--- src/rtl/rf_wb_arbiter.sv ---
// Round-robin arbiter sharing the register-file write port among ALU, load and
// exception/link writeback, with a one-entry output stage and two read bypasses.
module rf_wb_arbiter #(
    parameter int DW = 32,
    parameter int AW = 5
) (
    input  logic          clk,
    input  logic          reset,
    input  logic          hold,
    input  logic [2:0]    req_valid,
    output logic [2:0]    req_ready,
    input  logic [AW-1:0] req_addr0,
    input  logic [AW-1:0] req_addr1,
    input  logic [AW-1:0] req_addr2,
    input  logic [DW-1:0] req_data0,
    input  logic [DW-1:0] req_data1,
    input  logic [DW-1:0] req_data2,
    output logic          rf_wr,
    output logic [AW-1:0] rf_addr,
    output logic [DW-1:0] rf_data,
    output logic [1:0]    grant_id,
    input  logic [AW-1:0] byp_addr1,
    input  logic [AW-1:0] byp_addr2,
    output logic          byp_hit1,
    output logic          byp_hit2,
    output logic [DW-1:0] byp_data1,
    output logic [DW-1:0] byp_data2
);

    logic [AW-1:0] addr_arr [3];
    logic [DW-1:0] data_arr [3];

    assign addr_arr[0] = req_addr0;
    assign addr_arr[1] = req_addr1;
    assign addr_arr[2] = req_addr2;
    assign data_arr[0] = req_data0;
    assign data_arr[1] = req_data1;
    assign data_arr[2] = req_data2;

    logic          rf_wr_reg,    rf_wr_next;
    logic [AW-1:0] rf_addr_reg,  rf_addr_next;
    logic [DW-1:0] rf_data_reg,  rf_data_next;
    logic [1:0]    grant_id_reg, grant_id_next;
    logic [1:0]    last_reg,     last_next;

    logic [1:0] start_idx;
    logic [2:0] scan_idx;
    logic       grant_valid;
    logic [1:0] grant_idx;

    // Scan begins just past the last winner; wrap the 0..4 sum back into 0..2.
    always_comb begin
        start_idx   = (last_reg >= 2'd2) ? 2'd0 : last_reg + 2'd1;
        scan_idx    = 3'd0;
        grant_valid = 1'b0;
        grant_idx   = 2'd0;
        if (!hold && !reset) begin
            for (int k = 0; k < 3; k++) begin
                scan_idx = {1'b0, start_idx} + 3'(k);
                if (scan_idx >= 3'd3) begin
                    scan_idx = scan_idx - 3'd3;
                end
                if (!grant_valid && req_valid[scan_idx[1:0]]) begin
                    grant_valid = 1'b1;
                    grant_idx   = scan_idx[1:0];
                end
            end
        end
        req_ready = grant_valid ? (3'b001 << grant_idx) : 3'b000;
    end

    always_comb begin
        rf_wr_next    = 1'b0;
        rf_addr_next  = rf_addr_reg;
        rf_data_next  = rf_data_reg;
        grant_id_next = grant_id_reg;
        last_next     = last_reg;
        if (grant_valid) begin
            // Writes to $0 are consumed but never reach the register file.
            rf_wr_next    = (addr_arr[grant_idx] != '0);
            rf_addr_next  = addr_arr[grant_idx];
            rf_data_next  = data_arr[grant_idx];
            grant_id_next = grant_idx;
            last_next     = grant_idx;
        end
    end

    always_ff @(posedge clk) begin
        if (reset) begin
            rf_wr_reg    <= 1'b0;
            rf_addr_reg  <= '0;
            rf_data_reg  <= '0;
            grant_id_reg <= 2'd0;
            last_reg     <= 2'd2;
        end else begin
            rf_wr_reg    <= rf_wr_next;
            rf_addr_reg  <= rf_addr_next;
            rf_data_reg  <= rf_data_next;
            grant_id_reg <= grant_id_next;
            last_reg     <= last_next;
        end
    end

    assign rf_wr    = rf_wr_reg;
    assign rf_addr  = rf_addr_reg;
    assign rf_data  = rf_data_reg;
    assign grant_id = grant_id_reg;

    logic [AW-1:0] byp_addr_arr [2];
    logic [1:0]    byp_hit_arr;
    logic [DW-1:0] byp_data_arr [2];

    assign byp_addr_arr[0] = byp_addr1;
    assign byp_addr_arr[1] = byp_addr2;

    generate
        for (genvar gi = 0; gi < 2; gi++) begin : g_byp
            assign byp_hit_arr[gi]  = rf_wr_reg && (byp_addr_arr[gi] == rf_addr_reg)
                                      && (byp_addr_arr[gi] != '0);
            assign byp_data_arr[gi] = byp_hit_arr[gi] ? rf_data_reg : '0;
        end
    endgenerate

    assign byp_hit1  = byp_hit_arr[0];
    assign byp_hit2  = byp_hit_arr[1];
    assign byp_data1 = byp_data_arr[0];
    assign byp_data2 = byp_data_arr[1];

endmodule

--- config.mk ---
export PLATFORM = sky130hd
export DESIGN_NAME = rf_wb_arbiter
export DESIGN_NICKNAME = d
export VERILOG_FILES = /design/src/rtl/rf_wb_arbiter.sv
export SDC_FILE = /design/constraint.sdc
export NUM_CORES = 1
export LEC_CHECK = 0
export BUFFER_PORTS_ARGS = -buffer_cell sky130_fd_sc_hd__clkbuf_2
export CAP_MARGIN = 10
export CORE_AREA = 2 2 92 94
export CTS_BUF_LIST = sky130_fd_sc_hd__clkbuf_16
export DETAILED_ROUTE_END_ITERATION = 10
export DIE_AREA = 0 0 94 96
export PLACE_DENSITY = 0.86
export SETUP_SLACK_MARGIN = 0.05
export SYNTH_ARGS = -nofsm -noshare
export SYNTH_HDL_FRONTEND = slang
export SYNTH_SLANG_ARGS = --single-unit
export TNS_END_PERCENT = 100
--- constraint.sdc ---
create_clock -name clk -period 1.3 [get_ports clk]
set_clock_uncertainty 0.05 [all_clocks]
set_input_delay 0.065 -clock clk [delete_from_list [all_inputs] [get_ports clk]]
set_output_delay 0.065 -clock clk [all_outputs]
set_load 0.03 [all_outputs]
; ---- Word level (Yosys, flattened, before mapping)
; Index checks and enable logic that the tools add are counted.
[word_totals]
reg_bits = 42
in_bits = 127
[op_classes]
bitwise = 2
shift = 1
reduce_logical = 15
muxes = 32
order_cmp = 8
add_sub_neg = 6
n_eq_ne = 2
[ops]
columns = operator, count
row1 = $mux 32, 4
row2 = $bmux 32 s2, 1
row3 = $mux 2, 11
row4 = $reduce_bool 5->1, 3
row5 = $bmux 5 s2, 1
row6 = $eq 5x5->1, 2
row7 = $mux 5, 2
row8 = $lt 2x3->1 const B, 3
row9 = $mux 1, 9
row10 = $logic_and 1x1->1, 7
row11 = $bmux 1 s2, 3
row12 = $ge 3x2->1 const B, 2
row13 = $sub 2x2->2 const B, 3
row14 = $ge 2x2->1 const B, 2
row15 = $logic_not 1->1, 4
row16 = $add 2x1->3 const B, 1
row17 = $add 2x2->3 const B, 1
row18 = $ge 3x3->1 const B, 1
row19 = $mux 3, 1
row20 = $not 2->3, 1
row21 = $shl 1x2->3 const A, 1
row22 = $add 2x1->2 const B, 1
row23 = $reduce_or 2->1, 1
row24 = $not 1->1, 1

; ---- Logic depth before layout (Yosys ltp)
; Gate-level depths: netlist of run 1.
[depth]
ltp_word = 22
depth_mapped = 8

; ---- Least setup slack after synthesis of run 1
; OpenSTA, ideal clock, no wires.
[synth_timing]
kind = register to output
from = register rf_addr_reg[2] (netlist: rf_addr[2])
to = output byp_data2[10]
path_slack_ns = -0.590
arrival_ns = 1.775
t_required_ns = 1.185
stages_incl_launch_ff = 7
cell_sequence = dfxtp_1 > xor2_1 > nor3_1 > nand3_1 > nor2_1 > buf_2 > and2_1
[synth_between]
elab_chain_len = 4
[synth_rtl]
columns = item, line
row1 = from (decl), 41  ; logic [AW-1:0] rf_addr_reg, rf_addr_next;
row2 = from (signal assigned), 97  ; rf_addr_reg <= rf_addr_next;
row3 = $eq 5x5->1, 118  ; assign byp_hit_arr[gi] = rf_wr_reg && (byp_addr_arr[gi] == rf_addr_reg)
row4 = $logic_and 1x1->1, 118
row5 = $logic_and 1x1->1, 119  ; && (byp_addr_arr[gi] != '0);
row6 = via byp_hit2, 25  ; output logic byp_hit2,
row7 = $mux 32, 120  ; assign byp_data_arr[gi] = byp_hit_arr[gi] ? rf_data_reg : '0;
row8 = to (decl), 27  ; output logic [DW-1:0] byp_data2
; The timed path passes the listed nets, and every way through them passes these cells.

; ---- Worst setup path in the final report of run 1
[layout_timing]
from = register rf_addr_reg[1] (netlist: rf_addr[1])
to = output byp_data1[30]
[layout_between]
elab_chain_len = 4
[layout_rtl]
columns = item, line
row1 = $eq 5x5->1, 118
row2 = $logic_and 1x1->1, 118
row3 = $logic_and 1x1->1, 119
row4 = $mux 32, 120
row5 = to (decl), 26  ; output logic [DW-1:0] byp_data1,
; Every way passes these cells.

==> impl_metrics.py, run 1 <==
metrics = {
    "worst_setup_path": {
        "critPathMaxFanout": 20,
        "reg2reg_slack_ns": -0.27,
        "r2r_cells": 5,
        "rr_endpoint": "rf_wr",
        "worst_ep_arrival_time_ns": 1.79,
        "crit_required_ns": 1.19,
        "critPathKind": "register to primary output",
        "crit_path_start": "rf_addr[1]",
        "crit_path_end_kind": "primary output",
        "r2r_start": "last_reg[1]",
        "critPathLaunchType": "register",
        "endpoint": "byp_data1[30]",
    },
    "logic_synthesis": {
        "synth_edf_count": 0,
        "yosysMostFrequentCell": "and2_1",
        "synth_warnings": 0,
        "synth_nets": 444,
        "syn_avg_cell_area_um2": 8.32,
        "yosys-top-cells-count": "64 x and2_1, 41 x dfxtp_1, 33 x a22oi_1",
        "synth_top_cell_by_area": "dfxtp_1",
        "synth_area_um2": 2640,
        "seq_area_frac_synth_pct": 31.1,
        "synthFlopType": "dfxtp_1",
        "syn_inst": 317,
        "netlist.area_leader.share_pct": 31.1,
        "yosysUniqueCellTypes": 32,
        "async_reset_ff_share_pct": 0,
        "netlist_top_cells_area": "dfxtp_1 31%, and2_1 15%, a22oi_1 9.4%",
        "ys_ff_latch": 41,
    },
    "place": {
        "port_buffers": 235,
        "hpwl_mm": 8.39,
        "gp_congestion": 0.856,
    },
    "floorplanning": {
        "die_h_um": 96,
        "start_util_pct": 32.8,
        "row_count": 33,
        "core_area_um2": 8050,
        "dieArea_um2": 9020,
        "io_pins": 236,
        "fp.dieW_um": 94,
    },
    "flow_run": {
        "drv_cap": 0,
    },
    "power_and_ir_drop": {
        "p_switching_uw": 1190,
        "clkPwrFrac_pct": 35.2,
        "power_uw": 3940,
        "p_per_area_nw_per_um2": 673,
        "internal_power_uw": 2750,
        "p_seq_share_pct": 36.8,
        "peakVddDrop_mv": 0.730,
        "swShare_pct": 30.2,
        "p_comb_share_pct": 28.0,
        "p_leak_uw": 0.00261,
    },
    "clock_network": {
        "insertion_delay_ns": 0.28,
        "cts_buffers": 5,
        "clockBufferDepth": 2,
        "clock-sinks": 41,
        "cts_max_level": 2,
        "cts_tree": "yes",
        "cts-root-buf": "clkbuf_16",
        "clk_pin_slew_ns": 0.06,
    },
    "layout": {
        "synthToLayoutAreaGrowth_pct": 122,
        "diodes": 0,
        "largest_reg_flops": 32,
        "final_net_count": 719,
        "layout-drive-gt1-share_pct": 68.8,
    },
    "outcome": {
        "status": "finished, violations left",
        "violations": "setup timing",
    },
    "hold_path": {
        "hold_class": "input pin to register",
    },
    "timing": {
        "max_slew_margin_pct": 81.7,
        "hold_slack_ns": 0.00397,
        "rsz0062_at_grt": "true",
        "tightestPinTransition_ns": 0.274,
        "slew_violations": 0,
        "final_hold_viol_count": 0,
        "period_share_pct": 147,
        "setup_ws_ns": -0.605,
        "setup_viol": 108,
        "max_freq_mhz": 525,
        "fin_crit_ns": 1.91,
        "fin_setup_tns_ns": -44.69,
    },
    "detailed_routing": {
        "vias_per_cell": 5.42,
        "drt-pass1-iter-count": 4,
        "routed_wl_mm": 13.2,
        "drt_iter0_drc": 110,
        "dr_total_vias": 3785,
        "drc": 0,
        "ant_nets": 0,
        "wl_per_cell_um": 19.0,
    },
    "global_route": {
        "grt_max_degree": 25,
        "grt_pass1_vias": 3956,
        "grt_overflow": 0,
        "grt_usage_pct": 27.5,
        "grt_pass1_wl_mm": 19.5,
        "antenna_found_initial": 0,
    },
}
[through the flow]
step | cells | util, % | area [um2] | setup slack (ns)
5_1_grt | 698 | 72.7 | 5850 | -0.716
3_5_place_dp | 656 | 54.9 | 4420 | -0.366
2_1_floorplan | 317 | - | 3060 | -0.189
3_3_place_gp | 656 | 54.9 | 4420 | -0.316
6_report | 698 | 72.7 | 5850 | -0.605
4_1_cts | 698 | 70.7 | 5690 | -0.636
[metal layers]
layer	vias to the layer above	track usage (%)	share of wire, %
met2	215	53.9	53
met1	1804	28.5	36
met3	35	6.11	7.5
li1	1731	-	-
met5	-	0	0
met4	0	9.90	3.0
[critical path: stages, from the launching register on]
cell      delay (ns)
dfxtp_4         0.37
xor2_1          0.14
nor3_1          0.19
nand3_1         0.14
nor2_4          0.17
buf_12          0.18
and2_2          0.17
clkbuf_8        0.15
[cells by family after synthesis]
logic type | count (synthesis) | synth area share (%)
multiplexers | 22 | 8.39
AO/OA/AOI/OAI | 121 | 29.3
XOR/XNOR | 8 | 2.66
AND/OR/NAND/NOR | 93 | 21.1
buffers and inverters | 32 | 7.40
flip-flops | 41 | 31.1
[layout by cell type, fill, tap and decap left out, types with 7 or more instances in the layout]
cell type	netlist	final
dlygate4sd3_1	0	18
buf_4	4	16
a21oi_2	0	7
o21ai_0	32	22
a22oi_2	0	23
clkbuf_2	5	166
dfxtp_1	41	35
a21oi_1	20	12
a22oi_1	33	10
a32oi_1	21	18
buf_8	0	67
buf_6	6	11
mux2i_1	21	17
and2_4	0	62
buf_12	0	14
o21ai_1	12	22
[power groups by stage]
| stage | Sequential (uW) | Combinational (uW) | Clock [uW] |
|---|---|---|---|
| 3_3_place_gp | 1460 | 879 | 0 |
| 3_5_place_dp | 1470 | 904 | 0 |
| 4_1_cts | 1440 | 1040 | 1410 |
| 2_1_floorplan | 1600 | 337 | 0 |
| 6_report | 1450 | 1100 | 1390 |
| 5_1_grt | 1460 | 1170 | 1470 |
[layout make-up]
type / instances / area, um2
timing repair buffer: 297 / 2630
inverter: 3 / 16.3
sequential: 41 / 843
tap: 105 / 131
multi-input combinational: 244 / 2070
clock inverter: 3 / 37.5
fill: 561 / 2200
clock buffer: 5 / 125
[how the worst min path moves through the flow]
stage / slack [ns] / end / from / cells past startpoint
final: 0.004 / rf_data[13] / req_data1[13] / 3
after global routing: 0.01 / rf_data[15] / req_data2[15] / 3
after CTS: 0.001 / rf_data[2] / req_data1[2] / 3
after detailed placement: 0.28 / rf_data[9] / req_data2[9] / 3
after global placement: 0.27 / rf_data[7] / req_data2[7] / 3
after floorplan: 0.17 / rf_addr[3] / req_addr2[3] / 2
[repair_timing]
item | 4_1_cts | 5_1_grt
cloned | 4 | 0
hold buffers | 18 | 0
pin swaps | 27 | 16
gates resized for setup | 181 | 94
endpoints found under the setup margin | 108 | 109
endpoints found under the hold margin | 10 | 0
setup buffers | 14 | 2
No activity file was read; power rests on OpenSTA's default activity.
==> inputs of run 2 (changes only) <==
==> constraint.sdc (replaced) <==
create_clock -name clk -period 1.3 [get_ports clk]
set_clock_uncertainty 0.05 [all_clocks]
set_input_delay 0.195 -clock clk [delete_from_list [all_inputs] [get_ports clk]]
set_output_delay 0.195 -clock clk [all_outputs]
set_load 0.03 [all_outputs]
==> impl_metrics.py, run 2 (same netlist as run 1, synthesis figures left out) <==
metrics = {
    "outcome": {
        "status": "finished, violations left",
        "violations": "setup timing",
    },
    "timing": {
        "fin_crit_ns": 2.11,
        "period_share_pct": 162,
        "setup_ws_ns": -0.810,
        "tightestPinTransition_ns": 0.247,
        "slew_violations": 0,
        "final_hold_viol_count": 0,
        "max_freq_mhz": 474,
        "setup_viol": 107,
        "rsz0062_at_grt": "true",
        "fin_setup_tns_ns": -57.07,
        "max_slew_margin_pct": 83.4,
    },
    "floorplanning": {
        "row_count": 33,
        "fp.dieW_um": 94,
        "io_pins": 236,
        "core_area_um2": 8050,
        "start_util_pct": 32.8,
        "die_h_um": 96,
        "dieArea_um2": 9020,
    },
    "clock_network": {
        "insertion_delay_ns": 0.27,
        "cts_max_level": 2,
        "cts-root-buf": "clkbuf_16",
        "holdBufCountCts": 0,
        "cts_tree": "yes",
        "clockBufferDepth": 2,
        "clock-sinks": 41,
        "clk_pin_slew_ns": 0.06,
        "cts_buffers": 5,
    },
    "layout": {
        "largest_reg_flops": 32,
        "utilization_pct": 71.1,
        "diodes": 0,
        "layout-drive-gt1-share_pct": 71.8,
        "stdcell_count": 693,
        "fin_area_um2": 5720,
        "final_net_count": 714,
        "fill_cells": 567,
        "synthToLayoutAreaGrowth_pct": 117,
        "final_cell_mix": "163 x clkbuf_2, 58 x and2_4, 35 x clkbuf_8",
        "final_common_cell": "clkbuf_2",
    },
    "global_route": {
        "grt_usage_pct": 25.5,
        "grt_overflow": 0,
        "grt_pass1_wl_mm": 18.2,
        "grt_max_degree": 44,
        "grt_pass1_vias": 3752,
        "antenna_found_initial": 0,
    },
    "detailed_routing": {
        "routed_wl_mm": 13.6,
        "drt_iter0_drc": 122,
        "drc": 0,
        "wl_per_cell_um": 19.7,
        "drt-pass1-iter-count": 4,
        "vias_per_cell": 5.49,
        "ant_nets": 0,
        "dr_total_vias": 3802,
    },
    "power_and_ir_drop": {
        "p_switching_uw": 1210,
        "p_seq_share_pct": 37.5,
        "internal_power_uw": 2660,
        "peakVddDrop_mv": 0.487,
        "clkPwrFrac_pct": 34.2,
        "p_comb_share_pct": 28.3,
        "p_leak_uw": 0.00260,
        "swShare_pct": 31.2,
        "p_per_area_nw_per_um2": 676,
    },
    "worst_setup_path": {
        "critPathMaxFanout": 18,
        "reg2reg_slack_ns": -0.36,
        "critPathKind": "register to primary output",
        "rr_endpoint": "rf_data[24]",
        "critPathLaunchType": "register",
        "crit_path_end_kind": "primary output",
        "worst_ep_arrival_time_ns": 1.87,
        "crit_required_ns": 1.05,
        "r2r_cells": 8,
        "endpoint": "byp_data2[13]",
        "r2r_start": "grant_id[0]",
        "crit_path_start": "rf_addr[1]",
    },
    "place": {
        "post-place-ws_ns": -0.548,
        "placed_area_um2": 4460,
        "dpl.cell_count": 664,
        "hpwl_mm": 8.36,
        "gp_congestion": 0.869,
        "port_buffers": 235,
    },
    "hold_path": {
        "hold_class": "input pin to register",
    },
    "flow_run": {
        "drv_cap": 0,
    },
}
[run 2: routing by layer]
layer / up-vias / part of all wire, % / GRT usage, %
met5: - / 0 / 0
met4: 0 / 4.2 / 11.1
met3: 55 / 8.3 / 5.79
met2: 249 / 52 / 48.5
met1: 1787 / 36 / 26.7
li1: 1711 / - / -
[run 2: area by class of cell]
class	instances	area [um2]	area share, %
Timing Repair Buffer	292	2500	43.7
Multi-Input combinational cell	244	2070	36.2
Sequential cell	41	847	14.8
Clock buffer	6	150	2.62
Tap cell	105	131	2.30
Inverter	3	12.5	0.219
Clock inverter	2	7.51	0.131
[run 2: timing repair]
action | CTS | global route
setup endpoints to repair | 108 | 112
buffers inserted | 13 | 10
gates resized for setup | 162 | 85
pin swaps | 59 | 29
cloned | 5 | 2
[run 2: how the worst min path moves through the flow]
| stage | start | to | slack (ns) | cells after the start |
|---|---|---|---|---|
| 2_1_floorplan | req_addr2[3] | rf_addr[3] | 0.30 | 2 |
| 3_3_place_gp | grant_id[1] | grant_id[1] | 0.38 | 2 |
| 3_5_place_dp | grant_id[1] | grant_id[1] | 0.40 | 2 |
| 4_1_cts | req_data0[5] | rf_data[5] | 0.12 | 3 |
| 5_1_grt | req_data1[7] | rf_data[7] | 0.14 | 3 |
| 6_report | req_data0[5] | rf_data[5] | 0.12 | 3 |
[run 2: worst max-delay path, cell delays in order, from the launching register on]
cell and delay [ns]:
dfxtp_4 0.36, xor2_1 0.15, nor3_1 0.21, nand3_1 0.15
nor2_4 0.20, buf_12 0.19, and2_2 0.16, clkbuf_8 0.15
[run 2: stage by stage]
stage | power [uW] | hold slack [ns]
2_1_floorplan | 1940 | 0.297
3_3_place_gp | 2360 | 0.382
3_5_place_dp | 2390 | 0.403
4_1_cts | 3810 | 0.125
5_1_grt | 4030 | 0.137
6_report | 3870 | 0.124
[run 2: power by group through the flow]
stage	clock [uW]	sequential, uW	combinational, uW
global route	1410	1460	1160
detailed placement	0	1470	924
global placement	0	1460	897
CTS	1350	1440	1020
floorplan	0	1600	343
finish	1320	1450	1100
==> inputs of run 3 (changes only) <==
--- a/config.mk
+++ b/config.mk
@@ -7,10 +7,10 @@
 export LEC_CHECK = 0
 export BUFFER_PORTS_ARGS = -buffer_cell sky130_fd_sc_hd__clkbuf_2
 export CAP_MARGIN = 10
-export CORE_AREA = 2 2 92 94
+export CORE_AREA = 5 5 95 97
 export CTS_BUF_LIST = sky130_fd_sc_hd__clkbuf_16
 export DETAILED_ROUTE_END_ITERATION = 10
-export DIE_AREA = 0 0 94 96
+export DIE_AREA = 0 0 100 102
 export PLACE_DENSITY = 0.86
 export SETUP_SLACK_MARGIN = 0.05
 export SYNTH_ARGS = -nofsm -noshare
==> impl_metrics.py, run 3 (same netlist as run 1, synthesis figures left out) <==
metrics = {
    "global_route": {
        "antenna_found_initial": 0,
        "grt_max_degree": 44,
        "grt_pass1_vias": 3946,
        "grt_pass1_wl_mm": 19.9,
        "grt_usage_pct": 24.2,
        "grt_overflow": 0,
    },
    "clock_network": {
        "clockBufferDepth": 2,
        "cts_tree": "yes",
        "insertion_delay_ns": 0.27,
        "cts-root-buf": "clkbuf_16",
        "clock-sinks": 41,
        "cts_max_level": 2,
        "clk_pin_slew_ns": 0.06,
        "cts_buffers": 5,
    },
    "floorplanning": {
        "start_util_pct": 32.8,
        "fp.dieW_um": 100,
        "io_pins": 236,
        "row_count": 33,
        "dieArea_um2": 10200,
        "die_h_um": 102,
        "core_area_um2": 8050,
    },
    "worst_setup_path": {
        "critPathLaunchType": "register",
        "critPathMaxFanout": 16,
        "critPathKind": "register to primary output",
        "crit_path_start": "rf_addr[1]",
        "worst_ep_arrival_time_ns": 1.76,
        "crit_required_ns": 1.05,
        "r2r_start": "grant_id[0]",
        "crit_path_end_kind": "primary output",
    },
    "power_and_ir_drop": {
        "peakVddDrop_mv": 0.496,
        "p_leak_uw": 0.00263,
        "p_per_area_nw_per_um2": 636,
    },
    "detailed_routing": {
        "wl_per_cell_um": 19.8,
        "drt_iter0_drc": 154,
        "dr_total_vias": 3751,
        "wl_met1_mm": 4.74,
        "wl_met2_mm": 7.33,
        "drc": 0,
        "vias_per_cell": 5.41,
        "routed_wl_mm": 13.7,
        "top_layer": "met4",
        "ant_nets": 0,
        "met3_length_mm": 1.27,
        "drt-pass1-iter-count": 4,
    },
    "place": {
        "placed_area_um2": 4510,
        "gp_congestion": 0.866,
        "port_buffers": 235,
        "dpl.cell_count": 664,
        "hpwl_mm": 8.93,
    },
    "hold_path": {
        "hold_start": "req_data2[2]",
        "hold_class": "input pin to register",
    },
    "timing": {
        "setup_ws_ns": -0.706,
        "tightestPinTransition_ns": 0.234,
        "rsz0062_at_grt": "true",
        "period_share_pct": 154,
        "max_slew_margin_pct": 84.3,
        "max_freq_mhz": 499,
        "slew_violations": 0,
        "setup_viol": 108,
        "fin_setup_tns_ns": -53.03,
        "fin_crit_ns": 2.01,
        "final_hold_viol_count": 0,
    },
    "layout": {
        "final_cell_mix": "163 x clkbuf_2, 68 x buf_8, 63 x and2_4",
        "final_net_count": 714,
        "largest_reg_flops": 32,
        "diodes": 0,
        "layout-drive-gt1-share_pct": 70.2,
        "stdcell_count": 693,
        "final_common_cell": "clkbuf_2",
        "synthToLayoutAreaGrowth_pct": 120,
        "fin_area_um2": 5810,
    },
    "outcome": {
        "status": "finished, violations left",
        "violations": "setup timing",
    },
    "flow_run": {
        "drv_cap": 0,
    },
}
[run 3: cell types whose count changed in the layout (fill, tap and decap cells not counted), moves of 5 or more]
cell      change
and2_4        +5
buf_6        -15
a22oi_2       -9
buf_8        +42
clkbuf_8     -34
and2_2        -5
a22oi_1       +9
[run 3: what timing repair did]
| action | in CTS | in global routing |
|---|---|---|
| pin swaps | 42 | 18 |
| setup endpoints to repair | 108 | 114 |
| hold buffers | 0 | 0 |
| resized for setup | 176 | 90 |
| buffers inserted | 13 | 4 |
| cloned | 3 | 3 |
[run 3: worst paths after layout]
| path | endpoint | cells past startpoint | slack (ns) |
|---|---|---|---|
| min | rf_data[2] | 3 | 0.12 |
| min reg2reg | grant_id[1] | 2 | 0.41 |
| max reg2reg | rf_wr | 7 | -0.27 |
| max | byp_data1[4] | 7 | -0.71 |
[run 3: metrics by stage]
step                      setup WS [ns]  util (%)  hold slack, ns  power, uW
final                            -0.706      72.2           0.123       3690
after global routing             -0.801      72.2           0.133       3860
after CTS                        -0.757      69.0           0.119       3650
after detailed placement         -0.495      56.0           0.403       2390
after global placement           -0.464      56.0           0.381       2360
after floorplan                  -0.319         -           0.297       1940
[run 3: final cells by class]
| class | count | area (um2) |
|---|---|---|
| Clock buffer | 5 | 125 |
| Clock inverter | 3 | 11.3 |
| Fill cell | 570 | 2240 |
| Inverter | 3 | 11.3 |
| Multi-Input combinational cell | 244 | 2020 |
| Sequential cell | 41 | 846 |
| Tap cell | 105 | 131 |
| Timing Repair Buffer | 292 | 2660 |
[run 3: metal layers]
layer / global-route usage, % / up-vias
li1: - / 1712
met1: 25.4 / 1770
met2: 46.7 / 237
met3: 6.28 / 32
met4: 8.29 / 0
met5: 0 / -
[run 3: worst max-delay path, stage by stage, from the launching register on]
cell and delay (ns):
dfxtp_4 0.36, xor2_1 0.14, nor3_1 0.17, nand3_1 0.14, nor2_4 0.19, buf_12 0.17
and2_4 0.15, clkbuf_8 0.15
[run 3: where the power goes]
group	total, uW	leakage [uW]	internal [uW]	switching (uW)
combinational	1080	0.00221	507	573
sequential	1450	0.000341	1340	108
clock	1170	0.0000738	691	477
